### config.mk
export PLATFORM = sky130hd
export DESIGN_NAME = fifo_rd_packer
export DESIGN_NICKNAME = d
export VERILOG_FILES = /design/src/rtl/fifo_rd_packer.sv
export SDC_FILE = /design/constraint.sdc
export NUM_CORES = 1
export LEC_CHECK = 0
export CAP_MARGIN = 0
export CORE_UTILIZATION = 53
export CTS_CLUSTER_DIAMETER = 100
export DETAILED_ROUTE_END_ITERATION = 12
export HOLD_SLACK_MARGIN = 0.08
export PLACE_DENSITY = 0.79
export RECOVER_POWER = 50
export SETUP_SLACK_MARGIN = 0.05
export SYNTH_ARGS = -nofsm -noshare
export SYNTH_HDL_FRONTEND = slang
export SYNTH_SLANG_ARGS = --single-unit
### constraint.sdc
create_clock -name clk -period 3.26 [get_ports clk]
set_input_delay 0.652 -clock clk [delete_from_list [all_inputs] [get_ports clk]]
set_output_delay 0.652 -clock clk [all_outputs]
set_load 0.1 [all_outputs]
### src/rtl/fifo_rd_packer.sv
`default_nettype none
// ============================================================================
// Module   : fifo_rd_packer
// Brief    : Drains a byte FIFO and packs LANES bytes little-endian into one
//            word on a valid/ready stream; flush emits a trailing partial word.
// Revision : 1.0 - initial release
// ============================================================================
module fifo_rd_packer #(
    parameter int DATA_W = 8,
    parameter int LANES  = 4
) (
    input  logic                     clk,
    input  logic                     rst,
    input  logic                     fifo_empty,
    input  logic [DATA_W-1:0]        fifo_dout,
    output logic                     fifo_rd_en,
    input  logic                     flush,
    output logic                     m_valid,
    input  logic                     m_ready,
    output logic [DATA_W*LANES-1:0]  m_data,
    output logic [LANES-1:0]         m_keep
);

    localparam int                CNT_W       = $clog2(LANES + 1);
    localparam logic [CNT_W-1:0]  C_LANES     = CNT_W'(LANES);
    localparam logic [CNT_W-1:0]  C_LAST_LANE = CNT_W'(LANES - 1);
    localparam logic [CNT_W:0]    C_LANES_EXT = (CNT_W + 1)'(LANES);

    logic                     r_pend;
    logic [CNT_W-1:0]         r_cnt;
    logic [DATA_W*LANES-1:0]  r_pack;
    logic [LANES-1:0]         r_stage_keep;

    logic [CNT_W:0]           w_fill;
    logic                     w_xfer;
    logic                     w_flush;
    logic [LANES-1:0]         w_lane_hit;
    logic [LANES-1:0]         w_low_mask;
    logic [DATA_W*LANES-1:0]  w_pack_next;

    // Bytes already held plus the one in flight bound further pops.
    assign w_fill     = {1'b0, r_cnt} + {{CNT_W{1'b0}}, r_pend};
    assign fifo_rd_en = !rst && !fifo_empty && (w_fill < C_LANES_EXT);

    assign w_xfer  = (r_cnt == C_LANES) && (!m_valid || m_ready);
    assign w_flush = flush && fifo_empty && !r_pend &&
                     (r_cnt != '0) && (r_cnt < C_LANES);

    generate
        for (genvar gi = 0; gi < LANES; gi++) begin : g_lane
            assign w_lane_hit[gi] = (r_cnt == CNT_W'(gi));
            assign w_low_mask[gi] = (r_cnt > CNT_W'(gi));
        end
    endgenerate

    always_comb begin
        w_pack_next = r_pack;
        if (w_xfer) begin
            w_pack_next = '0;
        end else if (r_pend) begin
            for (int i = 0; i < LANES; i++) begin
                if (w_lane_hit[i]) begin
                    w_pack_next[i*DATA_W +: DATA_W] = fifo_dout;
                end
            end
        end else if (w_flush) begin
            for (int i = 0; i < LANES; i++) begin
                if (!w_low_mask[i]) begin
                    w_pack_next[i*DATA_W +: DATA_W] = '0;
                end
            end
        end
    end

    always_ff @(posedge clk or posedge rst) begin
        if (rst) begin
            r_pend       <= 1'b0;
            r_cnt        <= '0;
            r_pack       <= '0;
            r_stage_keep <= '0;
            m_valid      <= 1'b0;
            m_data       <= '0;
            m_keep       <= '0;
        end else begin
            r_pend <= fifo_rd_en;
            r_pack <= w_pack_next;
            // Staged word (cnt==LANES) never coincides with a pending capture.
            if (w_xfer) begin
                r_cnt   <= '0;
                m_data  <= r_pack;
                m_keep  <= r_stage_keep;
                m_valid <= 1'b1;
            end else begin
                if (m_valid && m_ready) begin
                    m_valid <= 1'b0;
                end
                if (r_pend) begin
                    r_cnt <= r_cnt + CNT_W'(1);
                    if (r_cnt == C_LAST_LANE) begin
                        r_stage_keep <= '1;
                    end
                end else if (w_flush) begin
                    r_cnt        <= C_LANES;
                    r_stage_keep <= w_low_mask;
                end
            end
        end
    end

endmodule
`default_nettype wire

==> results of run 1 <==
-- through the flow --
step	worst slack, ns	cells	hold slack (ns)
global route	0.692	380	0.505
detailed placement	0.794	365	0.450
finish	0.796	380	0.470
floorplan	0.641	252	0.432
CTS	0.794	380	0.471
global placement	0.803	365	0.451
-- cell usage after synthesis, types with 3 or more instances --
cell	instances	area (µm²)
buf_6	3	33.8
nand2_1	5	18.8
a21oi_1	11	55.1
mux2_1	18	203
dfrtp_1	77	1930
mux2_2	18	203
mux2i_1	16	160
nand3_1	8	40.0
o211ai_1	10	75.1
clkbuf_1	5	18.8
ha_1	4	50.1
buf_2	7	35.0
a22oi_1	8	60.1
a22o_1	8	70.1
inv_1	8	30.0
o21ai_0	17	85.1
-- sequential cells by signal (all words and copies together) (netlist names) --
name          cells
m_valid           1
r_pend            1
r_stage_keep      4
m_data           32
m_keep            4
r_cnt             3
r_pack           32
-- final cells by class --
class                   instances  share of cell area
clock inverters                 1             0.00775
inverters                       8             0.00775
multi-input cells             149               0.336
flip-flops and latches         77               0.497
well taps                      75              0.0242
clock buffers                  14              0.0420
repair buffers                 56              0.0852
-- critical path, cell delays in order --
cell and delay (ns):
clkdlybuf4s50_1 0.49, a2111oi_4 0.44, buf_12 0.22
-- cell families (layout without fill, tap and decap cells) --
kind of cell               Yosys count  count (layout)  synth area share
DFF                                 77              77             0.577
AOI/OAI and AO/OA                   64              64             0.140
muxes                               52              52             0.169
and+or+nand+nor                     29              29            0.0577
buffers and inverters               26              79            0.0408
adders and majority gates            4               4            0.0150
-- metal layers --
layer | share of wire | up-vias | routed length (µm)
met5 | 0 | - | 0
met4 | 0.018 | 0 | 116
met3 | 0.036 | 12 | 230
met2 | 0.47 | 50 | 3000
met1 | 0.47 | 1096 | 2990
li1 | - | 1022 | -
-- final timing paths --
check | endpoint | slack, ns | cells past startpoint | startpoint
min in group asynchronous | m_data[19]$_DFFE_PP0N_ | 1.04 | 2 | rst
worst min register to register | r_stage_keep[0]$_DFFE_PP0P_ | 0.47 | 1 | r_stage_keep[0]$_DFFE_PP0P_
worst min-delay path | r_stage_keep[0]$_DFFE_PP0P_ | 0.47 | 1 | r_stage_keep[0]$_DFFE_PP0P_
max in group asynchronous | m_data[10]$_DFFE_PP0N_ | 1.05 | 3 | rst
worst max-delay path | fifo_rd_en | 0.80 | 3 | fifo_empty
worst max register to register | m_data[4]$_DFFE_PP0N_ | 0.94 | 6 | r_cnt[1]$_DFFE_PP0P_
==> flow_summary_export.csv, run 1 <==
group,metric,value,unit
layout,drive_gt1_frac,0.164,
sta,fmax,0.406,GHz
synth,postSynthCellCount,252,
synth,ys_seq_area_frac,0.577,
layout,layout_commonest_cell,"dfrtp_1",
clock_tree,clk_path_buf_depth,2,
sta,setup_viol,0,
worst_setup_path,cp-start-kind,"input port",
sta,worst_slew_pin_slew,1.18,ns
floorplanning,die_w,81.4,µm
route,wl_per_cell,16.7,µm
worst_setup_path,required,2.61,ns
global_route,met3_usage,0.0427,
place,hpwl,4380,µm
clock_tree,insertion_delay,0.34,ns
synth,syn_avg_cell_area,13.3,µm²
place,place.port_buffers,50,
layout,regArea,0.00193,mm²
worst_setup_path,crit_type,"in2out",
clock_tree,cts.sink_count,77,
layout,nets,318,
global_route,grt_overflow,0,
floorplanning,io-pin-count,51,
layout,final_cell_area,0.00387,mm²
outcome,run_status,"complete, no violations",
floorplanning,die_h,81.4,µm
global_route,antenna_found_initial,0,
floorplanning,coreArea,0.00599,mm²
clock_tree,post_cts.repair.setup_buffers,0,
clock_tree,cts_resized,0,
route,postRouteAntennaNets,0,
synth,yosysWarnings,0,
clock_tree,cts.htree.levels,3,
sta,finalMaxSlewViolations,0,
global_route,use_met1,0.318,
route,drt_iter0_drc,133,
layout,multi_input_area,0.00130,mm²
clock_tree,cts_root_buf,"clkbuf_8",
worst_setup_path,worstPathMaxFanout,4,
worst_setup_path,crit_path_end_kind,"primary output",
layout,fillCellCount,466,
synth,synth-edff-count,0,
clock_tree,cts_tree,"done",
clock_tree,clk_pin_slew_worst_paths,0.07,ns
sta,max-slew-margin-rel,0.217,
synth,ys_ff_latch,77,
floorplanning,row_count,28,
global_route,grt.busiest_layer,"met1",
place,placed_cell_area,0.00381,mm²
route,drc,0,
worst_hold_path,hp-class,"reg2reg",
flow_run,maxCapViolCount,0,
sta,final.setup_skew,0.00372,ns
synth,synthFlopType,"dfrtp_1",
sta,rsz0062_at_grt,"false",
layout,antenna_cells,0,
layout,mostFrequentLayoutCells,"dfrtp_1, clkbuf_1, mux2_1, mux2_2, o21ai_0",
synth,syn-cell-area,0.00334,mm²
place,routabilityCongestion,0.794,
global_route,grt_pass1_wl,10600,µm
floorplanning,start_util,0.558,
floorplanning,die_area,0.00662,mm²
clock_tree,postCtsHoldBufs,0,
sta,min_period,2.46,ns
global_route,grt_max_degree,28,
global_route,grt_use_met2,0.310,
sta,finalSetupTns,0,ns
layout,final_util,0.647,
route,routed_via_density,5.74,
layout,syn2layout_area_growth,16.0,%
synth,synth-async-reset-ratio,1.00,
sta,min_period_over_period,0.756,
global_route,grt_pass1_vias,2059,
synth,syn_nets,269,
route,vias,2180,
sta,final_hold_viol_count,0,
route,first_pass_iters,4,
synth,ys_types,41,
global_route,grt_usage,0.216,
clock_tree,cts_inserted_buffers,9,
route,wl,6330,µm
worst_setup_path,cp.arrival,1.81,ns
Power of run 1 is not shown: default switching activity piles up to over one toggle a cycle in this logic, so the estimate is an artifact.
==> inputs of run 2 (changes only) <==
==> constraint.sdc (replaced) <==
create_clock -name clk -period 2.39 [get_ports clk]
set_input_delay 0.478 -clock clk [delete_from_list [all_inputs] [get_ports clk]]
set_output_delay 0.478 -clock clk [all_outputs]
set_load 0.1 [all_outputs]
==> flow_summary_export.csv, run 2 (synthesis results as in run 1) <==
group,metric,value,unit
clock_tree,clk_path_buf_depth,2,
sta,min_period_over_period,0.901,
place,routabilityCongestion,0.764,
layout,top_regs,"m_data: 32 flops, r_pack: 32 flops",
route,postRouteAntennaNets,0,
sta,worst_slew_pin_slew,1.17,ns
global_route,grt_pass1_wl,10900,µm
floorplanning,io-pin-count,51,
global_route,grt_pass1_vias,2161,
worst_setup_path,cp.arrival,1.68,ns
place,place.port_buffers,50,
clock_tree,cts_resized,0,
worst_hold_path,hp-class,"reg2reg",
clock_tree,insertion_delay,0.36,ns
global_route,grt_overflow,0,
sta,finalMaxSlewViolations,0,
worst_setup_path,slowest_stage,"dfrtp_1",
place,hpwl,4480,µm
floorplanning,start_util,0.558,
sta,finalSetupTns,0,ns
layout,syn2layout_area_growth,19.2,%
worst_setup_path,slowest_delay,0.50,ns
route,wl,6680,µm
flow_run,maxCapViolCount,0,
floorplanning,die_area,0.00662,mm²
route,drc,0,
global_route,grt_usage,0.228,
worst_setup_path,required,1.91,ns
layout,antenna_cells,0,
sta,final_hold_viol_count,0,
clock_tree,cts_inserted_buffers,9,
floorplanning,die_h,81.4,µm
route,wl_per_cell,17.5,µm
global_route,antenna_found_initial,0,
outcome,run_status,"complete, no violations",
layout,layout_commonest_cell,"dfrtp_1",
route,drt_iter0_drc,113,
worst_setup_path,path_cells,"and2_4, a2111oi_4, buf_12",
sta,fmax,0.464,GHz
global_route,grt_max_degree,78,
worst_setup_path,crit_type,"reg2out",
layout,nets,318,
sta,rsz0062_at_grt,"false",
clock_tree,cts.sink_count,77,
clock_tree,cts_root_buf,"clkbuf_8",
floorplanning,die_w,81.4,µm
clock_tree,cts.htree.levels,3,
worst_setup_path,worstPathMaxFanout,10,
worst_setup_path,crit_path_end_kind,"primary output",
sta,setup_viol,0,
route,first_pass_iters,4,
layout,mostFrequentLayoutCells,"dfrtp_1, buf_4, mux2_1, mux2_2",
floorplanning,coreArea,0.00599,mm²
sta,max-slew-margin-rel,0.221,
sta,min_period,2.15,ns
clock_tree,clk_pin_slew_worst_paths,0.08,ns
sta,final.setup_skew,0.0143,ns
clock_tree,postCtsHoldBufs,0,
floorplanning,row_count,28,
clock_tree,post_cts.repair.setup_buffers,0,
worst_setup_path,cp-start-kind,"flip-flop",
clock_tree,cts_tree,"done",
layout,drive_gt1_frac,0.235,
route,vias,2195,
route,routed_via_density,5.76,
run 2: cell type report:
class                   count  area, µm²
repair buffers             56        408
inverters                   8       33.8
clock buffers              11        151
clock inverters             5       65.1
fillers                   474       2010
multi-input cells         149       1300
flip-flops and latches     77       1930
well taps                  75       93.8
run 2: critical path: cells and delay by family, from the launching register on:
kind | cells | cell delay [ns]
buf+inv | 1 | 0.22
simple gates | 1 | 0.23
flops | 1 | 0.50
compound gates | 1 | 0.37
run 2: per-layer routing:
layer | wire [µm] | GRT usage | part of all wire | up-vias
li1 | - | - | - | 1026
met1 | 3080 | 0.330 | 0.46 | 1090
met2 | 3180 | 0.329 | 0.48 | 69
met3 | 309 | 0.0506 | 0.046 | 10
met4 | 113 | 0.100 | 0.017 | 0
met5 | 0 | 0 | 0 | -
run 2: worst paths after layout:
| check | slack, ns | cells after the start | end | start |
|---|---|---|---|---|
| max reg2reg | 0.35 | 6 | m_keep[0]$_DFFE_PP0N_ | r_cnt[0]$_DFFE_PP0P_ |
| min in group asynchronous | 1.00 | 3 | m_keep[3]$_DFFE_PP0N_ | rst |
| min | 0.48 | 1 | r_stage_keep[0]$_DFFE_PP0P_ | r_stage_keep[0]$_DFFE_PP0P_ |
| max | 0.24 | 3 | fifo_rd_en | r_cnt[1]$_DFFE_PP0P_ |
| max in group asynchronous | 0.70 | 3 | r_cnt[0]$_DFFE_PP0P_ | rst |
| min reg2reg | 0.48 | 1 | r_stage_keep[0]$_DFFE_PP0P_ | r_stage_keep[0]$_DFFE_PP0P_ |
run 2: through the flow:
step / std cells / hold slack (ns) / instance area, µm² / util / setup slack, ns
after floorplan: 252 / 0.432 / 3380 / - / 0.0535
after global placement: 365 / 0.455 / 3850 / 0.642 / 0.273
after detailed placement: 365 / 0.457 / 3850 / 0.642 / 0.268
after CTS: 381 / 0.475 / 4060 / 0.678 / 0.215
after global routing: 381 / 0.507 / 3980 / 0.665 / 0.154
final: 381 / 0.481 / 3980 / 0.665 / 0.237
Power of run 2 is left out for the same reason.
==> inputs of run 3 (changes only) <==
--- a/config.mk
+++ b/config.mk
@@ -9,6 +9,7 @@
 export CORE_UTILIZATION = 53
 export CTS_CLUSTER_DIAMETER = 100
 export DETAILED_ROUTE_END_ITERATION = 12
+export GPL_TIMING_DRIVEN = 0
 export HOLD_SLACK_MARGIN = 0.08
 export PLACE_DENSITY = 0.79
 export RECOVER_POWER = 50
==> flow_summary_export.csv, run 3 (synthesis results as in run 1) <==
group,metric,value,unit
worst_setup_path,reg2reg_from,"r_cnt[0]$_DFFE_PP0P_",
power,report.power.total,6.01,mW
layout,mostFrequentLayoutCells,"dfrtp_1, clkbuf_1, clkdlybuf4s50_1, mux2_1, mux2_2",
sta,max-slew-margin-rel,0.224,
worst_setup_path,crit_path_end_kind,"primary output",
clock_tree,cts_tree,"done",
worst_setup_path,r2r_end,"m_data[13]$_DFFE_PP0N_",
power,netSwitchingFraction,0.489,
clock_tree,postCtsHoldBufs,0,
clock_tree,clk_pin_slew_worst_paths,0.08,ns
worst_setup_path,worst_r2r_path_depth,7,
route,wl,6930,µm
clock_tree,post_cts.repair.setup_buffers,0,
floorplanning,die_w,81.4,µm
clock_tree,insertion_delay,0.34,ns
sta,final_hold_viol_count,0,
clock_tree,cts_root_buf,"clkbuf_8",
route,routed_via_density,5.77,
worst_setup_path,cp-endpoint,"m_data[21]",
layout,stdcell_count,394,
power,ir_worst_vdd,854,µV
worst_setup_path,slowest_delay,1.13,ns
layout,final_cell_area,0.00408,mm²
sta,min_period,2.31,ns
power,p_comb_frac,0.513,
sta,finalMaxSlewViolations,0,
route,drc,0,
worst_setup_path,cp.arrival,1.83,ns
power,pwr-share-seq,0.324,
power,p_clk_frac,0.163,
sta,setup_viol,0,
worst_setup_path,worstPathMaxFanout,2,
sta,rsz0062_at_grt,"false",
clock_tree,cts.sink_count,77,
power,p_int,3.07,mW
worst_setup_path,slowest_stage,"clkdlybuf4s50_1",
floorplanning,coreArea,0.00599,mm²
sta,worst_slew_pin_slew,1.17,ns
sta,min_period_over_period,0.965,
layout,syn2layout_area_growth,22.2,%
place,place.port_buffers,50,
power,leakagePower,2.06,nW
route,drt_iter0_drc,129,
global_route,grt_pass1_vias,2232,
global_route,grt_usage,0.231,
layout,nets,331,
worst_setup_path,cp_top_family,"buffers and inverters",
place,routabilityCongestion,0.788,
flow_run,maxCapViolCount,0,
place,placed_cell_area,0.00399,mm²
worst_setup_path,path_depth,1,
worst_setup_path,r2r_slack,0.23,ns
floorplanning,io-pin-count,51,
global_route,antenna_found_initial,0,
sta,fmax,0.434,GHz
clock_tree,cts.htree.levels,3,
layout,antenna_cells,0,
power,switchingPower,2.94,mW
layout,layout_commonest_cell,"dfrtp_1",
global_route,grt_overflow,0,
clock_tree,cts_inserted_buffers,9,
worst_setup_path,cp_num_buf_inv,1,
route,wl_per_cell,17.6,µm
floorplanning,die_h,81.4,µm
place,dp.cells,378,
global_route,grt_max_degree,42,
layout,top_regs,"m_data: 32 flops, r_pack: 32 flops",
sta,final.setup_skew,0.00634,ns
route,postRouteAntennaNets,0,
worst_setup_path,crit_type,"reg2out",
layout,drive_gt1_frac,0.188,
worst_setup_path,startpoint,"m_data[21]$_DFFE_PP0N_",
route,first_pass_iters,4,
place,hpwl,4850,µm
power,power.density,1470,mW/mm²
worst_setup_path,path_cells,"clkdlybuf4s50_1",
floorplanning,start_util,0.558,
layout,final_util,0.681,
worst_setup_path,cp-start-kind,"flip-flop",
outcome,run_status,"complete, no violations",
floorplanning,row_count,28,
worst_setup_path,required,1.91,ns
worst_hold_path,hp-class,"reg2reg",
global_route,grt_pass1_wl,11200,µm
floorplanning,die_area,0.00662,mm²
route,vias,2273,
layout,fillCellCount,463,
clock_tree,clk_path_buf_depth,2,
[run 3: layout make-up]
class | count | area, µm² | area share
buffer | 18 | 116 | 0.0285
clock inverter | 6 | 61.3 | 0.0150
timing repair buffer | 51 | 414 | 0.101
multi-input combinational | 149 | 1300 | 0.318
inverter | 8 | 33.8 | 0.00827
tap | 75 | 93.8 | 0.0230
clock buffer | 10 | 138 | 0.0337
sequential | 77 | 1930 | 0.472
[run 3: worst min path at each step]
stage               cells past startpoint                           to  slack [ns]                        start
floorplan                               1  r_stage_keep[0]$_DFFE_PP0P_        0.43  r_stage_keep[0]$_DFFE_PP0P_
global placement                        1  r_stage_keep[0]$_DFFE_PP0P_        0.45  r_stage_keep[0]$_DFFE_PP0P_
detailed placement                      1  r_stage_keep[0]$_DFFE_PP0P_        0.45  r_stage_keep[0]$_DFFE_PP0P_
CTS                                     1  r_stage_keep[0]$_DFFE_PP0P_        0.47  r_stage_keep[0]$_DFFE_PP0P_
global route                            1  r_stage_keep[0]$_DFFE_PP0P_        0.48  r_stage_keep[0]$_DFFE_PP0P_
finish                                  1  r_stage_keep[0]$_DFFE_PP0P_        0.47  r_stage_keep[0]$_DFFE_PP0P_
[run 3: repair_timing]
item / CTS / global route
hold endpoints to repair: 0 / 0
setup endpoints to repair: 5 / 25
resized for setup: 10 / 25
gates cloned: 0 / 0
[run 3: per-layer routing]
| metal | GRT usage | vias up | share of wire |
|---|---|---|---|
| met1 | 0.323 | 1149 | 0.46 |
| met2 | 0.354 | 65 | 0.47 |
| met4 | 0.0821 | 0 | 0.013 |
| li1 | - | 1050 | - |
| met5 | 0 | - | 0 |
| met3 | 0.0506 | 9 | 0.053 |
[run 3: metrics by stage]
stage	TNS (ns)	setup slack, ns	hold WS [ns]
after global placement	-0.630	-0.630	0.450
after CTS	0	0.0530	0.475
after floorplan	0	0.0535	0.432
after global routing	0	0.0508	0.485
after detailed placement	-0.650	-0.650	0.454
final	0	0.0841	0.472
[run 3: power groups by stage]
stage	sequential, mW	clock, mW	combinational, mW
floorplan	3.19	0	1.24
finish	1.95	0.978	3.09
CTS	1.95	0.997	3.20
global placement	1.96	0	3.15
global route	2.00	1.05	3.24
detailed placement	1.98	0	3.21
Power figures use the tool's default switching activity.
==> edit (settings of run 2) <==
Make the reset (`rst`) synchronous in one clocked block.
--- a/src/rtl/fifo_rd_packer.sv
+++ b/src/rtl/fifo_rd_packer.sv
@@ -72,7 +72,7 @@
         end
     end
 
-    always_ff @(posedge clk or posedge rst) begin
+    always_ff @(posedge clk) begin
         if (rst) begin
             r_pend       <= 1'b0;
             r_cnt        <= '0;
Function: changed (Yosys sat finds a counterexample within 10 cycles, from zero or initial values and one cycle with rst high; the reset may be asserted at any time).
==> edit against run 2 <==
  * Count of clock-buffer cells in the layout up 1
  * Register-to-register slack worse by 0.07 ns
  * Global-route usage up 1.9 points
  * Synthesized area down 9.0%
  * Sequential share of layout area down 4.7 points
  * Critical path depth up 1
  * Final area down 11%
  * Setup slack worse by 0.053 ns
  * Routed wire length up 7.5%
  * Sequential cell count unchanged
  * Cell count up 17%
  * Critical path type is now primary input to primary output
==> edit: results <==
group,metric,value,unit
status,outcome,"finished clean",
placement,dp_cells,431,
critical_path,worstReg2RegEnd,"r_pack[15]$_SDFFE_PP0P_",
clocking,cts_buffer_depth,2,
drt,wl_per_cell,16.1,microns
placement,place_ws,0.272,ns
synth,async_reset_ff_share,0,%
pwr,vdd_drop_max,0.500,mV
drt,vias_per_cell,5.80,
placement,dpl_cell_area,3480,sq um
critical_path,r2r_start,"r_cnt[1]$_SDFFE_PP0P_",
pwr,pwr-share-clk,36.2,%
placement,dp_hpwl,4820,microns
finish,final_cells,447,
grt,grt_usage,24.8,%
grt,grt_start_max_net_pins,40,
drt,detail_route.iter0.violations,146,
finish,drive_above_1_share,8.00,%
hold_path,hold_path_startpoint,"r_stage_keep[0]$_SDFFE_PP0P_",
synth,syn_nets,346,
timing,clock.fmax,0.453,GHz
grt,grt_pass1_wl,11500,microns
synth,synth_cells,329,
synth,yosys-top-cells-area,"dfxtp_1 (51%), a21oi_1 (7.9%), nand3_1 (6.3%), o21ai_0 (5.9%), a32o_1 (5.3%)",
grt,first_global_vias,2292,
synth,ys_seq_area_share,50.7,%
finish,final_nets,387,
timing,fin_skew,0.00860,ns
clocking,numCtsBuffers,9,
timing,hold_ws,0.464,ns
timing,slew_headroom,21.1,%
hold_path,holdPathStages,2,
synth,synth_common_cells,"dfxtp_1 (77), a21oi_1 (48), nand3_1 (38)",
pwr,leakage,1.21,nW
hold_path,min_delay_worst_endpoint,"r_stage_keep[0]$_SDFFE_PP0P_",
critical_path,startpoint,"rst",
finish,fillers,464,
placement,routabilityCongestion,0.813,
## edit: layout make-up
type	instances	area, sq um	area share [%]
repair buffers	60	352	9.97
well taps	72	90.1	2.56
clock buffers	12	135	3.83
clock inverters	4	48.8	1.38
inverters	7	26.3	0.745
multi-input cells	215	1330	37.8
flip-flops and latches	77	1540	43.7
## edit: critical path, stage by stage
cell and delay, ns:
dlygate4sd3_1 0.64, nor3_1 0.22, o21a_1 0.21, buf_12 0.18
## edit: layer usage
| layer | share of wire [%] | track usage, % | vias up |
|---|---|---|---|
| met2 | 48 | 39.3 | 61 |
| met3 | 4.2 | 5.65 | 9 |
| li1 | - | - | 1274 |
| met5 | 0 | 0 | - |
| met4 | 1.2 | 9.43 | 0 |
| met1 | 46 | 32.7 | 1248 |
## edit: logic make-up after synthesis
family	share of synthesized area, %
AND/OR/NAND/NOR	14.3
multiplexers	3.46
adder cells (fa/ha/maj)	1.65
AO/OA/AOI/OAI	24.4
flip-flops	50.7
buffers and inverters	5.51
